$ cat src/rtl/mux4_rr_sched_if.sv
// rtl/mux4_rr_sched_if.sv - request/grant/select and output handshake bundle around the 4:1 mux
interface mux4_rr_sched_if #(
  parameter int N = 8
);
  logic [3:0]   req;
  logic [3:0]   gnt;
  logic [1:0]   sel;
  logic [N-1:0] mux_out;
  logic [N-1:0] out_data;
  logic         out_valid;
  logic         out_ready;

  // Scheduler side: consumes requests and mux word, produces grant/select and the output stream
  modport slave (
    input  req,
    input  mux_out,
    input  out_ready,
    output gnt,
    output sel,
    output out_data,
    output out_valid
  );

  // Requester/consumer side
  modport master (
    output req,
    output mux_out,
    output out_ready,
    input  gnt,
    input  sel,
    input  out_data,
    input  out_valid
  );
endinterface

$ cat src/rtl/mux4_rr_sched.sv
// rtl/mux4_rr_sched.sv - round-robin 4-channel merge with one-entry output register (optional stats: MUX4_RR_STATS_EN)
module mux4_rr_sched #(
  parameter int N = 8
) (
  input  logic                clk,
  input  logic                rst_n,
  mux4_rr_sched_if.slave      bus
`ifdef MUX4_RR_STATS_EN
  ,
  output logic [63:0]         grant_cnt,
  input  logic                stats_clr
`endif
);

  typedef enum logic {
    EMPTY = 1'b0,
    FULL  = 1'b1
  } state_t;

  state_t       state;
  state_t       state_next;
  logic [1:0]   last_ptr;
  logic [N-1:0] data_q;

  logic         can_load;
  logic         found;
  logic         fire;
  logic [1:0]   winner;
  logic [1:0]   cand;
  logic [3:0]   gnt_c;
  logic [1:0]   sel_c;

  // State, captured word and round-robin pointer
  always_ff @(posedge clk or negedge rst_n) begin
    if (!rst_n) begin
      state    <= EMPTY;
      data_q   <= '0;
      last_ptr <= 2'b11;
    end else begin
      state <= state_next;
      if (fire) begin
        data_q   <= bus.mux_out;
        last_ptr <= winner;
      end
    end
  end

  // Arbitration starting after the last winner, grant/select and next state
  always_comb begin
    can_load = (state == EMPTY) || bus.out_ready;
    winner   = last_ptr;
    found    = 1'b0;
    cand     = 2'b00;
    for (int k = 1; k <= 4; k++) begin
      cand = last_ptr + 2'(k);
      if (!found && bus.req[cand]) begin
        winner = cand;
        found  = 1'b1;
      end
    end
    fire = can_load && found;

    gnt_c = 4'b0000;
    sel_c = last_ptr;  // hold select steady when idle so the mux output does not toggle
    if (fire) begin
      gnt_c = 4'b0001 << winner;
      sel_c = winner;
    end

    state_next = state;
    if (fire) begin
      state_next = FULL;
    end else if ((state == FULL) && bus.out_ready) begin
      state_next = EMPTY;
    end
  end

  assign bus.gnt       = gnt_c;
  assign bus.sel       = sel_c;
  assign bus.out_data  = data_q;
  assign bus.out_valid = (state == FULL);

`ifdef MUX4_RR_STATS_EN
  logic [15:0] cnt [4];

  // Per-channel saturating grant counters; clear wins over a same-cycle increment
  always_ff @(posedge clk or negedge rst_n) begin
    if (!rst_n) begin
      for (int i = 0; i < 4; i++) begin
        cnt[i] <= 16'h0000;
      end
    end else if (stats_clr) begin
      for (int i = 0; i < 4; i++) begin
        cnt[i] <= 16'h0000;
      end
    end else begin
      for (int i = 0; i < 4; i++) begin
        if (gnt_c[i] && (cnt[i] != 16'hFFFF)) begin
          cnt[i] <= cnt[i] + 16'h0001;
        end
      end
    end
  end

  assign grant_cnt = {cnt[3], cnt[2], cnt[1], cnt[0]};
`endif

endmodule

$ cat src/flat_wrapper.sv
// flat-port wrapper written by rule: the top's interface ports become plain ports
module mux4_rr_sched_flat 
#(
  parameter int N = 8
)
  (clk, rst_n, bus_req, bus_mux_out, bus_out_ready, bus_gnt, bus_sel, bus_out_data, bus_out_valid);
  mux4_rr_sched_if #(.N(N)) bus_i ();
  input  logic clk;
  input  logic rst_n;
  input wire logic [$bits(bus_i.req)-1:0] bus_req;
  input wire logic [$bits(bus_i.mux_out)-1:0] bus_mux_out;
  input wire logic [$bits(bus_i.out_ready)-1:0] bus_out_ready;
  output wire logic [$bits(bus_i.gnt)-1:0] bus_gnt;
  output wire logic [$bits(bus_i.sel)-1:0] bus_sel;
  output wire logic [$bits(bus_i.out_data)-1:0] bus_out_data;
  output wire logic [$bits(bus_i.out_valid)-1:0] bus_out_valid;
  assign bus_i.req = bus_req;
  assign bus_i.mux_out = bus_mux_out;
  assign bus_i.out_ready = bus_out_ready;
  assign bus_gnt = bus_i.gnt;
  assign bus_sel = bus_i.sel;
  assign bus_out_data = bus_i.out_data;
  assign bus_out_valid = bus_i.out_valid;
  mux4_rr_sched #(.N(N)) u_core (.clk(clk), .rst_n(rst_n), .bus(bus_i));
endmodule
$ cat config.mk
export PLATFORM = sky130hd
export DESIGN_NAME = mux4_rr_sched_flat
export DESIGN_NICKNAME = d
export VERILOG_FILES = /design/src/rtl/mux4_rr_sched_if.sv /design/src/rtl/mux4_rr_sched.sv /design/src/flat_wrapper.sv
export SDC_FILE = /design/constraint.sdc
export NUM_CORES = 1
export LEC_CHECK = 0
export BUFFER_PORTS_ARGS = -buffer_cell sky130_fd_sc_hd__buf_2
export CAP_MARGIN = 20
export CORE_MARGIN = 2
export CORE_UTILIZATION = 43
export CTS_CLUSTER_DIAMETER = 100
export CTS_CLUSTER_SIZE = 24
export DETAILED_ROUTE_END_ITERATION = 12
export GPL_TIMING_DRIVEN = 1
export PLACE_DENSITY = 0.76
export SYNTH_ARGS = -nofsm -noshare
export SYNTH_HDL_FRONTEND = slang
export SYNTH_SLANG_ARGS = --single-unit
$ cat constraint.sdc
create_clock -name clk -period 1.9 [get_ports clk]
set_clock_uncertainty 0.05 [all_clocks]
set_input_delay 0.285 -clock clk [delete_from_list [all_inputs] [get_ports clk]]
set_output_delay 0.285 -clock clk [all_outputs]
set_load 0.05 [all_outputs]
=== Yosys cells after proc, flatten, opt, wreduce, memory -nomap -nowiden ===
Cells that the tools add are included.

* Register bits after elaboration: 11
* Input port bits: 15
* Word-level logic and storage cells: 42

* $add $sub $neg: 3
* $lt $le $gt $ge: 4
* Shift operators: 1
* Muxes and demuxes: 20
* Bitwise gates (word level): 1
* Reductions and logical operators: 10

{| class="wikitable"
|+ Operators with widths
! kind !! count
|-
| $lt A2 B3 Y1 const B || 4
|-
| $mux W1 || 10
|-
| $mux W2 || 5
|-
| $bmux W1 S2 || 4
|-
| $logic_and A1 B1 Y1 || 5
|-
| $add A2 B2 Y2 const B || 2
|-
| $mux W4 || 1
|-
| $shl A1 B2 Y4 const A || 1
|-
| $logic_not A1 Y1 || 3
|-
| $add A2 B1 Y2 const B || 1
|-
| $reduce_bool A2 Y1 || 1
|-
| $logic_or A1 B1 Y1 || 1
|-
| $not A1 Y1 || 1
|}

=== Depth between registers and ports, before layout ===
* Depth after elaboration: 15
* Mapped depth: 5

=== Worst setup path before layout ===
Ideal clock, no wire load.

* Path type: reg-to-output
* From: reg u_core.state, in the netlist u_core.bus.out_valid
* To: out bus_sel[1]
* Arrival: 2317 ps
* Required time: 1565 ps
* Setup slack: -752 ps
* Cell stages (with the launch flop): 4
* Path buffers: 0
* Cells stage by stage: dfrtp_1 nor2b_1 or2_4 o31ai_1

* Word-level cells in the longest chain between the ends: 4

{| class="wikitable"
|+ Ends and longest elaborated chain
! element !! line !! source
|-
| start: declaration || mux4_rr_sched.sv:20 || <nowiki>state_t state;</nowiki>
|-
| start signal: assignment || mux4_rr_sched.sv:40 || <nowiki>state <= state_next;</nowiki>
|-
| $not A1 Y1 || mux4_rr_sched.sv:50 || <nowiki>can_load = (state == EMPTY) || bus.out_ready;</nowiki>
|-
| $logic_or A1 B1 Y1 || mux4_rr_sched.sv:50 ||
|-
| $logic_and A1 B1 Y1 || mux4_rr_sched.sv:61 || <nowiki>fire = can_load && found;</nowiki>
|-
| $mux W2 || - ||
|-
| end: declaration || flat_wrapper.sv:14 || <nowiki>output wire logic [$bits(bus_i.sel)-1:0] bus_sel;</nowiki>
|}

Every way passes these cells.

=== Worst setup path after layout ===
* From: reg u_core.last_ptr[1]
* To: out bus_gnt[1]

* Word-level cells in the longest chain between the ends: 15
* Elaborated cells on any way between the ends: 28
* Classes of those cells: add/sub: 3; shift: 1; mux: 17; reduce/logical: 7

{| class="wikitable"
|+ Ends and longest elaborated chain
! element !! line !! source
|-
| start: declaration || mux4_rr_sched.sv:22 || <nowiki>logic [1:0] last_ptr;</nowiki>
|-
| start signal: assignment || mux4_rr_sched.sv:43 || <nowiki>last_ptr <= winner;</nowiki>
|-
| $add A2 B1 Y2 || mux4_rr_sched.sv:55 || <nowiki>cand = last_ptr + 2'(k);</nowiki>
|-
| $bmux W1 S2 || mux4_rr_sched.sv:56 || <nowiki>if (!found && bus.req[cand]) begin</nowiki>
|-
| $mux W1 (not written as such) || mux4_rr_sched.sv:56 ||
|-
| $mux W1 || mux4_rr_sched.sv:56 ||
|-
| $logic_not A1 Y1 || mux4_rr_sched.sv:56 ||
|-
| $logic_and A1 B1 Y1 || mux4_rr_sched.sv:56 ||
|-
| $mux W1 || mux4_rr_sched.sv:56 ||
|-
| $logic_not A1 Y1 || mux4_rr_sched.sv:56 ||
|-
| $logic_and A1 B1 Y1 || mux4_rr_sched.sv:56 ||
|-
| $mux W1 || mux4_rr_sched.sv:56 ||
|-
| $logic_not A1 Y1 || mux4_rr_sched.sv:56 ||
|-
| $logic_and A1 B1 Y1 || mux4_rr_sched.sv:56 ||
|-
| $mux W2 / $mux W1 (equally long branches) || mux4_rr_sched.sv:56 ||
|-
| $shl A1 B2 Y4 / $logic_and A1 B1 Y1 (equally long branches) || mux4_rr_sched.sv:66, mux4_rr_sched.sv:61 ||
|-
| $mux W4 (*) || mux4_rr_sched.sv:65 || <nowiki>if (fire) begin</nowiki>
|-
| end: declaration || flat_wrapper.sv:13 || <nowiki>output wire logic [$bits(bus_i.gnt)-1:0] bus_gnt;</nowiki>
|}

Mark *: on every way between the ends. The rest lies on a longest branch, timed or not. The select of a mux whose other input is x is not followed.

==> out/results.ini <==
[outcome]
outcome=complete, but fails checks
violations=setup timing

[final_layout]
nFillCells=90
finalInstanceArea_um2=1020
seq_area_um2=279
antenna_cells_inserted=0
finalNetCount=132
most_common_cell_after_layout_fill_and_taps_aside=nand2_1
drive_above_1_share=0.560
layout.cells.most_common_list=nand2_1, buf_2, buf_4
multi_input_comb_area_um2=383
syn_to_final_growth_pct=71.9

[global_routing]
antenna_found_initial=0
track_usage=0.221
grt_remaining_overflow=0
maximum_number_of_pins_on_one_net_before_global_route_repair=12
first_global_vias=554
grt_pass1_wl_um=2320

[worst_setup_path]
critPathLaunch=u_core.last_ptr[1]
cp.required_ps=1560
critical_path_arrival_ps=1750
worstSetupPathType=reg -> out
launching_element_type_of_the_critical_path=register
worstPathMaxFanout=7
endpoint_kind=output pin
crit-reg2reg-launch=u_core.last_ptr[1]

[cts]
h-tree-depth=1
clock-sinks=11
cts_inserted_buffers=3
clock_tree_from_tritoncts=built
clk_path_buf_depth=2
cts_root_buffer=clkbuf_4
clk_latency_ps=260
clkSlewWorstSetupHoldPaths_ps=70

[logic_synthesis]
synth.cell_area_um2=593
yosys_warnings=0
synth_nets=84
synthesis.instances=69
yosys_register_bits=11
synth-seq-area-share=0.468
synth.lib_cells_used.distinct=20
synth.avg_cell_area_um2=8.60

[worst_hold_path]
hold_path_startpoint=bus_mux_out[0]
hp-class=in -> reg

[drt]
detailroute.via_count=634
drt_first_pass_iters=4
drcViolationCount=0
routed_via_density=4.84
drt_first_iter_violations=17
antenna_nets_post_route=0
routed_wire_length_per_instance_um=12.4
postRouteWirelength_um=1620

[sta]
setup_viol=6
timing_hold_violations_final=0
worst_hold_slack_ps=153
maxSlewHeadroom=0.786
worst-slew-pin-transition_ps=318
min_period_over_period=1.10
maxClockFrequency_mhz=479
timing.final.max_slew_violations=0
final.setup.worst_slack_ps=-189
rsz0062_at_grt=yes
timing.final.crit_period_ps=2090

[pwr]
clockPowerShare=0.154
power.density_nw_per_um2=1000
power.switching_uw=441
power.share.sequential=0.296
p_int_uw=583
p_leak_nw=0.507
p_sw_frac=0.431
combinationalPowerShare=0.550
vdd_drop_max_uv=611

[placement]
globalplace.congestion=0.870
postPlaceCellArea_um2=895
detailedPlacementHpwl_um=1170
placement.io_buffers=29

[die]
width_of_the_die_um=41.1
floorplan_die_height_um=41.1
start_util=0.456
core_um2=1300
placementRows=13
ios=30
design.die.area_um2=1690

[flow_run]
maxCapViolations=0

==> flip-flops by register name (all words and copies together), names as in the netlist <==
name                  flops
u_core.bus.out_data       8
u_core.last_ptr           2
u_core.bus.out_valid      1
==> cell families after synthesis <==
family                 count (synthesis)  share of synthesized area
AOI/OAI and AO/OA                     13                      0.169
DFF                                   11                      0.468
buffers and inverters                  2                     0.0253
and+or+nand+nor                       43                      0.338
==> area by class of cell <==
class	instances	area share
Multi-Input combinational cell	56	0.375
Clock buffer	4	0.0258
Sequential cell	11	0.274
Tap cell	15	0.0184
Inverter	1	0.00368
Timing Repair Buffer	44	0.303
==> cell usage after synthesis <==
library cell  count  area (um2)
nand2_1          28         105
dfrtp_1           9         225
nand2b_1          4        25.0
o21ai_0           4        20.0
a21oi_1           3        15.0
a211oi_1          2        15.0
and3_1            2        12.5
dfstp_2           2        52.6
nor2_1            2        7.51
nor3_1            2        10.0
o31ai_1           2        15.0
a211o_1           1        8.76
a311oi_4          1        26.3
buf_6             1        11.3
inv_1             1        3.75
nor2b_1           1        6.26
nor4_2            1        12.5
or2_1             1        6.26
or2_2             1        6.26
or2_4             1        8.76
==> power by group through the flow <==
stage | Sequential, mW | Combinational, mW | Clock (mW)
finish | 0.303 | 0.564 | 0.158
global route | 0.308 | 0.601 | 0.173
CTS | 0.302 | 0.554 | 0.163
floorplan | 0.369 | 0.267 | 0
global placement | 0.304 | 0.470 | 0
detailed placement | 0.304 | 0.480 | 0
==> critical path, stage by stage (launching register included) <==
cell      delay (ps)
dfstp_2          610
nand2_1           90
a21oi_2          200
a311oi_4          80
buf_6            150
nor3_4           170
buf_6            180
==> final timing paths <==
| path | slack (ps) | depth (start not counted) | end |
|---|---|---|---|
| worst max-delay path | -190 | 6 | bus_gnt[1] |
| worst min-delay path | 150 | 3 | u_core.bus.out_data[0] |
| worst max register to register | 440 | 4 | u_core.last_ptr[0] |
| worst min register to register | 420 | 2 | u_core.bus.out_data[0] |
| max in group asynchronous | 1150 | 2 | u_core.last_ptr[0] |
| min in group asynchronous | 380 | 2 | u_core.bus.out_data[1] |
==> stage by stage <==
stage           util  TNS [ps]  worst slack [ps]  instances  power, mW
2_1_floorplan      -         0              30.1         69      0.636
6_report       0.784     -1050              -189        131       1.02
4_1_cts        0.773     -1090              -204        131       1.02
3_3_place_gp   0.688         0              14.7        125      0.774
5_1_grt        0.784     -1490              -255        131       1.08
3_5_place_dp   0.688     -34.5             -18.0        125      0.784
==> metal layers <==
layer	share of wire	routed length (um)	global-route usage	up-vias
li1	-	-	-	326
met1	0.41	659	0.261	287
met2	0.54	867	0.367	19
met3	0.051	83	0.0978	2
met4	0.0056	9	0.0484	0
met5	0	0	0	-
==> repair_timing <==
item,CTS,global route
buffers inserted,1,0
setup endpoints to repair,6,6
resized for setup,19,3
pin swaps,7,4
hold endpoints to repair,9,0
hold buffers,1,0
(Power assumes the default switching activity.)
